`config.mk`:
```
export PLATFORM = sky130hd
export DESIGN_NAME = rom_seq_stream
export DESIGN_NICKNAME = d
export VERILOG_FILES = /design/src/rtl/rom_seq_stream.sv
export SDC_FILE = /design/constraint.sdc
export NUM_CORES = 1
export LEC_CHECK = 0
export ABC_AREA = 1
export ABC_CLOCK_PERIOD_IN_PS = 1450
export CAP_MARGIN = 10
export CORE_AREA = 4 4 73 75
export CTS_BUF_LIST = sky130_fd_sc_hd__clkbuf_8
export DETAILED_ROUTE_END_ITERATION = 6
export DIE_AREA = 0 0 77 79
export SLEW_MARGIN = 20
export SYNTH_ARGS = -nofsm -noshare
export SYNTH_HDL_FRONTEND = slang
export SYNTH_SLANG_ARGS = --single-unit
```
`constraint.sdc`:
```
create_clock -name i_clk -period 1.45 [get_ports i_clk]
set_clock_uncertainty 0.1 [all_clocks]
set_input_delay 0.435 -clock i_clk [delete_from_list [all_inputs] [get_ports i_clk]]
set_output_delay 0.435 -clock i_clk [all_outputs]
set_load 0.01 [all_outputs]
```
`src/rtl/rom_seq_stream.sv`:
```
// rtl/rom_seq_stream.sv - parametrised code-table ROM with seek and burst streaming
//
// Entry at linear address A = row*COLS + col is {row, CODE[col]},
// CODE = 1,3,4,8,10,13,15 indexed by col.
//
// Ports:
//   i_clk          clock
//   i_rst          synchronous active-high reset
//   i_req_valid    request present
//   o_req_ready    request can be accepted (idle only)
//   i_req_addr     start linear address
//   i_req_len      burst beats minus one
//   o_out_valid    o_out_data holds a beat
//   i_out_ready    consumer accepts the beat
//   o_out_data     {row, CODE[col]}
//   o_out_last     final beat of the burst
//   o_err          one-cycle pulse for an out-of-range request
//   o_busy         block is not idle

module rom_seq_stream #(
   parameter int ROWS   = 4,
   parameter int COLS   = 7,
   parameter int ROW_W  = 2,
   parameter int ADDR_W = 5
) (
   input  logic                i_clk,
   input  logic                i_rst,
   input  logic                i_req_valid,
   output logic                o_req_ready,
   input  logic [ADDR_W-1:0]   i_req_addr,
   input  logic [ADDR_W-1:0]   i_req_len,
   output logic                o_out_valid,
   input  logic                i_out_ready,
   output logic [ROW_W+3:0]    o_out_data,
   output logic                o_out_last,
   output logic                o_err,
   output logic                o_busy
);

   typedef enum logic [1:0] {
      S_IDLE,
      S_SEEK,
      S_STREAM
   } state_t;

   // One extra bit so a full 2^ADDR_W table depth is representable.
   localparam logic [ADDR_W:0]   DEPTH    = (ADDR_W+1)'(ROWS * COLS);
   localparam logic [ADDR_W-1:0] COLS_A   = ADDR_W'(COLS);
   localparam logic [2:0]        LAST_COL = 3'(COLS - 1);
   localparam logic [ROW_W-1:0]  LAST_ROW = ROW_W'(ROWS - 1);

   function automatic logic [3:0] code_of(input logic [2:0] col);
      logic [3:0] c;
      case (col)
         3'd0:    c = 4'd1;
         3'd1:    c = 4'd3;
         3'd2:    c = 4'd4;
         3'd3:    c = 4'd8;
         3'd4:    c = 4'd10;
         3'd5:    c = 4'd13;
         3'd6:    c = 4'd15;
         default: c = 4'd0;
      endcase
      return c;
   endfunction

   state_t               r_state;
   logic [ADDR_W-1:0]    r_rem;
   logic [ROW_W-1:0]     r_row;
   logic [2:0]           r_col;
   logic [ADDR_W-1:0]    r_count;
   logic                 r_out_valid;
   logic [ROW_W+3:0]     r_out_data;
   logic                 r_out_last;
   logic                 r_err;
   logic                 r_busy;
   logic                 r_req_ready;

   logic                 w_bad_addr;
   logic                 w_col_wrap;
   logic [2:0]           w_nxt_col;
   logic [ROW_W-1:0]     w_nxt_row;
   logic [ADDR_W-1:0]    w_nxt_count;

   // Next table position after a transferred beat; the last entry wraps to 0.
   always_comb begin
      w_bad_addr  = ({1'b0, i_req_addr} >= DEPTH);
      w_col_wrap  = (r_col == LAST_COL);
      w_nxt_col   = w_col_wrap ? 3'd0 : r_col + 3'd1;
      w_nxt_row   = r_row;
      if (w_col_wrap) begin
         w_nxt_row = (r_row == LAST_ROW) ? '0 : r_row + ROW_W'(1);
      end
      w_nxt_count = r_count - ADDR_W'(1);
   end

   always_ff @(posedge i_clk) begin
      if (i_rst) begin
         r_state     <= S_IDLE;
         r_rem       <= '0;
         r_row       <= '0;
         r_col       <= '0;
         r_count     <= '0;
         r_out_valid <= 1'b0;
         r_out_data  <= '0;
         r_out_last  <= 1'b0;
         r_err       <= 1'b0;
         r_busy      <= 1'b0;
         r_req_ready <= 1'b1;
      end else begin
         r_err <= 1'b0;
         case (r_state)
            S_IDLE: begin
               if (i_req_valid) begin
                  if (w_bad_addr) begin
                     // Request is consumed; only the error pulse results.
                     r_err <= 1'b1;
                  end else begin
                     r_rem       <= i_req_addr;
                     r_row       <= '0;
                     r_count     <= i_req_len;
                     r_state     <= S_SEEK;
                     r_busy      <= 1'b1;
                     r_req_ready <= 1'b0;
                  end
               end
            end

            // Repeated subtraction replaces a divider: one row per cycle.
            S_SEEK: begin
               if (r_rem >= COLS_A) begin
                  r_rem <= r_rem - COLS_A;
                  r_row <= r_row + ROW_W'(1);
               end else begin
                  r_col   <= 3'(r_rem);
                  r_state <= S_STREAM;
               end
            end

            S_STREAM: begin
               if (!r_out_valid) begin
                  // First beat is loaded one cycle after the seek settles.
                  r_out_valid <= 1'b1;
                  r_out_data  <= {r_row, code_of(r_col)};
                  r_out_last  <= (r_count == '0);
               end else if (i_out_ready) begin
                  if (r_count == '0) begin
                     r_state     <= S_IDLE;
                     r_out_valid <= 1'b0;
                     r_out_last  <= 1'b0;
                     r_out_data  <= '0;
                     r_busy      <= 1'b0;
                     r_req_ready <= 1'b1;
                  end else begin
                     r_count    <= w_nxt_count;
                     r_col      <= w_nxt_col;
                     r_row      <= w_nxt_row;
                     r_out_data <= {w_nxt_row, code_of(w_nxt_col)};
                     r_out_last <= (w_nxt_count == '0);
                  end
               end
            end

            default: begin
               r_state <= S_IDLE;
            end
         endcase
      end
   end

   assign o_req_ready = r_req_ready;
   assign o_out_valid = r_out_valid;
   assign o_out_data  = r_out_data;
   assign o_out_last  = r_out_last;
   assign o_err       = r_err;
   assign o_busy      = r_busy;

endmodule

```
* Word level (Yosys, flattened, before mapping)
Cells that the tools add are included.
Storage, ports and cells: memories 0, output and inout port bits 11, ROM bits 0, bits in writable memories 0, bits of input ports 14, register bits 28, logic and storage cells 116, bits in latches 0
Cells by class: divide/modulo/power cells 0, $lt $le $gt $ge 2, reductions and logical operators 17, muxes and demuxes 56, equal/unequal tests 24, shift-type cells 0, $add $sub $neg 4, $mul 0, bitwise operators 2
Operators by type and width (count):
- $pmux 4 s7 | 2
- $mux 5 | 8
- $mux 2 | 14
- $pmux 5 s2 | 2
- $eq 3x3->1 const B | 6
- $mux 6 | 3
- $ne 2x2->1 const B | 9
- $reduce_and 6->1 | 3
- $mux 1 | 17
- $mux 3 | 5
- $eq 3x2->1 const B | 4
- $pmux 2 s3 | 2
- $logic_not 5->1 | 2
- $reduce_and 7->1 | 1
- $eq 3x1->1 const B | 2
- $logic_not 3->1 | 2
- $pmux 3 s2 | 1
- $reduce_bool 2->1 | 3
- $ge 5x3->1 const B | 1
- $ge 5x5->1 const B | 1
- $reduce_and 5->1 | 1
- $sub 5x1->5 const B | 1
- $sub 5x3->5 const B | 1
- $eq 2x2->1 const B | 2
- other kinds (10) | 12

* Depth between registers and ports, before layout
depth after elaboration 7, mapped depth 10, mapped depth without buffers 10

* Least setup slack after synthesis
Ideal clock, no wire load.
path kind register -> register, from reg r_state[0], to reg r_rem[2], arrival 1.332 ns, data required time 1.228 ns, period minus slack after synthesis 1.554 ns, stages on the path, launching flop included 11, slack -0.104 ns, buffers on the path 0, setup time 0.122 ns, cells stage by stage dfxtp_1 inv_1 ha_1 inv_2 nor2_2 nor2_4 nand2_1 nor2_4 o21ai_0 nand2_1 a21oi_1
On the way: cells in the longest elaborated chain, start to end 3, elaborated cells between the ends (all ways) 8, those cells by class eq/ne (4); mux (1); reduce/logical (3)
RTL lines:
- start, declared | line 67 | state_t r_state;
- start signal, assigned | line 99 | r_state <= S_IDLE;
- start signal, assigned | line 122 | r_state <= S_SEEK;
- start signal, assigned | line 136 | r_state <= S_STREAM;
- $eq 2x1->1 or $logic_not 2->1 (tied branches) | line 112 | case (r_state)
- $ne 2x2->1 (no line) or $reduce_bool 2->1 (tied branches)
- $reduce_and 4->1 (no line)
- end signal, assigned | line 119 | r_rem <= i_req_addr;
- end signal, assigned | line 132 | r_rem <= r_rem - COLS_A;
- end, declared | line 68 | logic [ADDR_W-1:0] r_rem;
Several ways; a longest one is shown, not always the timed one. A chain may end at the register's enable or synchronous reset.

* Final worst setup path
Same ends and word-level chain as after synthesis.

==> flow_summary.json <==
{
  "ys_ff_latch": 28,
  "diodes": 0,
  "htree_levels": 1,
  "grt_usage": 0.160,
  "io-pin-count": 25,
  "syn_avg_cell_area_um2": 6.63,
  "cap_violations": 0,
  "clock_sinks": 28,
  "placement.io_buffers": 24,
  "synth_cells": 272,
  "combPwrFrac": 0.636,
  "dieHeight_um": 79,
  "die_w_um": 77,
  "routed-via-count": 1950,
  "root_buffer": "clkbuf_8",
  "finalSetupViolCount": 21,
  "vdd_drop_max_v": 0.000835,
  "synth_cell_types": 33,
  "worstMarginPinSlew_ns": 0.241,
  "syn-num-nets": 297,
  "synth_area_leader_cell": "dfxtp_1",
  "p_clk_frac": 0.124,
  "viasPerCell": 4.91,
  "cp_max_fo": 5,
  "first_global_vias": 1824,
  "failed_checks": "negative setup slack",
  "core_area_um2": 4660,
  "clkTransAtPathRegs_ns": 0.11,
  "num_rows": 25,
  "final_nets": 369,
  "grt_max_degree": 17,
  "p_leak_nw": 1.29,
  "clk_latency_ns": 0.28,
  "final_max_slew_viol_count": 0,
  "syn2layout_area_growth_pct": 51.5,
  "fin_util": 0.587,
  "cellInternalPower_w": 0.00288,
  "p_per_area_nw_per_um2": 1870,
  "p_switching_w": 0.00223,
  "syn-cell-area_um2": 1800,
  "worst_setup_path_end_kind": "register",
  "placed_area_um2": 2400,
  "cts_tree": "built",
  "antenna_found_initial": 0,
  "seq_power_share": 0.240,
  "gp_congestion": 0.843,
  "synth_area_leaders": "dfxtp_1 31%, nand2_1 14%, ha_1 7.6%, o21ai_0 6.7%, nor2_1 6.4%",
  "numCtsBuffers": 3,
  "start_util": 0.387,
  "fmax_ghz": 0.624,
  "netSwitchingFraction": 0.437,
  "finalCriticalPeriod_ns": 1.60,
  "tns_ns": -1.63,
  "grt_setup_unrepaired": "yes",
  "clockBufferDepth": 2,
  "layout-drive-gt1-share": 0.356,
  "fillers": 430,
  "yosysWarnings": 0,
  "start_kind": "register",
  "hold_ws_ns": 0.372,
  "ys_seq_area_frac": 0.311,
  "timing.final.ws_setup_ns": -0.152,
  "globalRoute.totalOverflow": 0,
  "drt_first_pass_iters": 4,
  "period_share": 1.11,
  "crit_type": "reg2reg",
  "crit_arrival_ns": 1.68,
  "yosys.area.top_type_share": 0.311,
  "status": "finished with violations",
  "hold_viol_final": 0,
  "grt_pass1_wl_um": 8110,
  "relSlewSlack": 0.839,
  "wl_per_cell_um": 12.0,
  "dieArea_um2": 6080,
  "drc_errors": 0,
  "hp-class": "reg2reg",
  "required_ns": 1.52,
  "drt_iter0_markers": 115,
  "postRouteAntennaNets": 0,
  "drt-total-wl_um": 4760,
  "postLayoutCellArea_um2": 2730,
  "p_total_w": 0.00511,
  "hpwl_um": 3500
}
==> final cells by class <==
type                    instances  area, µm²  area share
clock buffers                   3       41.3      0.0151
clock inverters                 1       30.0      0.0110
inverters                      33        134      0.0490
multi-input cells             205       1270       0.464
flip-flops and latches         28        576       0.211
well taps                      54       67.6      0.0247
repair buffers                 72        609       0.223
repair inverters                1       7.51     0.00275
==> registers in the layout, summed over array words and instances (netlist names) <==
register,count
o_out_data,6
r_count,5
r_rem,5
r_col,3
r_row,2
r_state,2
o_busy,1
o_err,1
o_out_last,1
o_out_valid,1
o_req_ready,1
==> per-layer routing <==
layer / track usage / share of wire / vias up
met5: 0 / 0 / -
met4: 0.0267 / 0.0036 / 0
met3: 0.0261 / 0.031 / 2
met2: 0.289 / 0.50 / 24
met1: 0.203 / 0.46 / 893
li1: - / - / 1031
==> cell usage after synthesis (all sizes together) <==
cell     count
a21o         1
a21oi       19
a31oi        5
buf          7
dfxtp       28
ha          11
inv         33
mux2i        1
nand2       70
nand3       14
nand3b       3
nand4        2
nor2        39
nor3         2
o2111ai      1
o211ai       1
o21ai       31
o22ai        1
or2          1
xnor2        1
xor2         1
==> stage by stage <==
stage	instances	setup slack, ns
after floorplan	272	-0.0126
after global placement	382	-0.406
after detailed placement	382	-0.440
after CTS	392	-0.109
after global routing	397	-0.222
final	397	-0.152
==> cells in the final DEF, fill, tap and decap left out, types with 2 or more instances in the layout <==
| cell type | netlist | layout |
|---|---|---|
| a21oi_1 | 18 | 14 |
| a21oi_2 | 1 | 5 |
| a31oi_1 | 5 | 5 |
| buf_4 | 2 | 44 |
| buf_6 | 0 | 3 |
| clkbuf_2 | 0 | 3 |
| clkbuf_8 | 0 | 3 |
| clkdlybuf4s15_1 | 0 | 6 |
| clkdlybuf4s50_1 | 0 | 9 |
| dfxtp_1 | 28 | 20 |
| dfxtp_2 | 0 | 6 |
| dfxtp_4 | 0 | 2 |
| dlygate4sd2_1 | 0 | 4 |
| dlymetal6s2s_1 | 0 | 2 |
| ha_1 | 11 | 6 |
| ha_4 | 0 | 4 |
| inv_1 | 27 | 20 |
| inv_2 | 6 | 9 |
| inv_4 | 0 | 4 |
| nand2_1 | 67 | 55 |
| nand2_2 | 2 | 12 |
| nand2_4 | 1 | 3 |
| nand3_1 | 13 | 12 |
| nand3_2 | 1 | 2 |
| nand3b_1 | 3 | 3 |
| nand4_1 | 2 | 2 |
| nor2_1 | 31 | 29 |
| nor2_4 | 3 | 9 |
| nor3_1 | 2 | 2 |
| o21ai_0 | 24 | 12 |
| o21ai_1 | 6 | 13 |
| o21ai_2 | 1 | 4 |
| o21ai_4 | 0 | 2 |
==> power by group through the flow <==
| stage | clock, W | sequential (W) | combinational, W |
|---|---|---|---|
| final | 0.000634 | 0.00123 | 0.00325 |
| after global routing | 0.000680 | 0.00127 | 0.00361 |
| after CTS | 0.000654 | 0.00120 | 0.00297 |
| after detailed placement | 0 | 0.00121 | 0.00274 |
| after global placement | 0 | 0.00120 | 0.00272 |
| after floorplan | 0 | 0.00127 | 0.00168 |
==> kinds of logic after synthesis <==
group                    Yosys count  share of synthesized area
AO/OA/AOI/OAI                     59                      0.177
XOR/XNOR                           2                    0.00971
flip-flops                        28                      0.311
adder cells (fa/ha/maj)           11                     0.0763
AND/OR/NAND/NOR                  131                      0.331
multiplexers                       1                    0.00555
buffers and inverters             40                     0.0901
==> final timing paths <==
check / startpoint / endpoint / slack [ns] / cells after the start
worst max-delay path: r_state[0] / r_rem[2] / -0.15 / 10
worst min-delay path: o_busy / o_busy / 0.37 / 2
worst max register to register: r_state[0] / r_rem[2] / -0.15 / 10
worst min register to register: o_busy / o_busy / 0.37 / 2
==> repair_timing <==
action,in CTS,in global routing
setup endpoints to repair,37,36
buffers inserted,5,5
pin swaps,19,23
cloned,1,1
gates resized for setup,38,55
hold buffers,0,0
==> worst max-delay path, cell delays in order, from the launching register on <==
cell     delay, ns
dfxtp_4       0.39
inv_4         0.05
ha_4          0.18
nand2_4       0.07
nor2_4        0.04
nor2_4        0.18
nand2_4       0.09
nor2_4        0.17
o21ai_1       0.10
nand2_1       0.09
a21oi_2       0.03
Note: power is estimated with default switching activity, not from simulation.
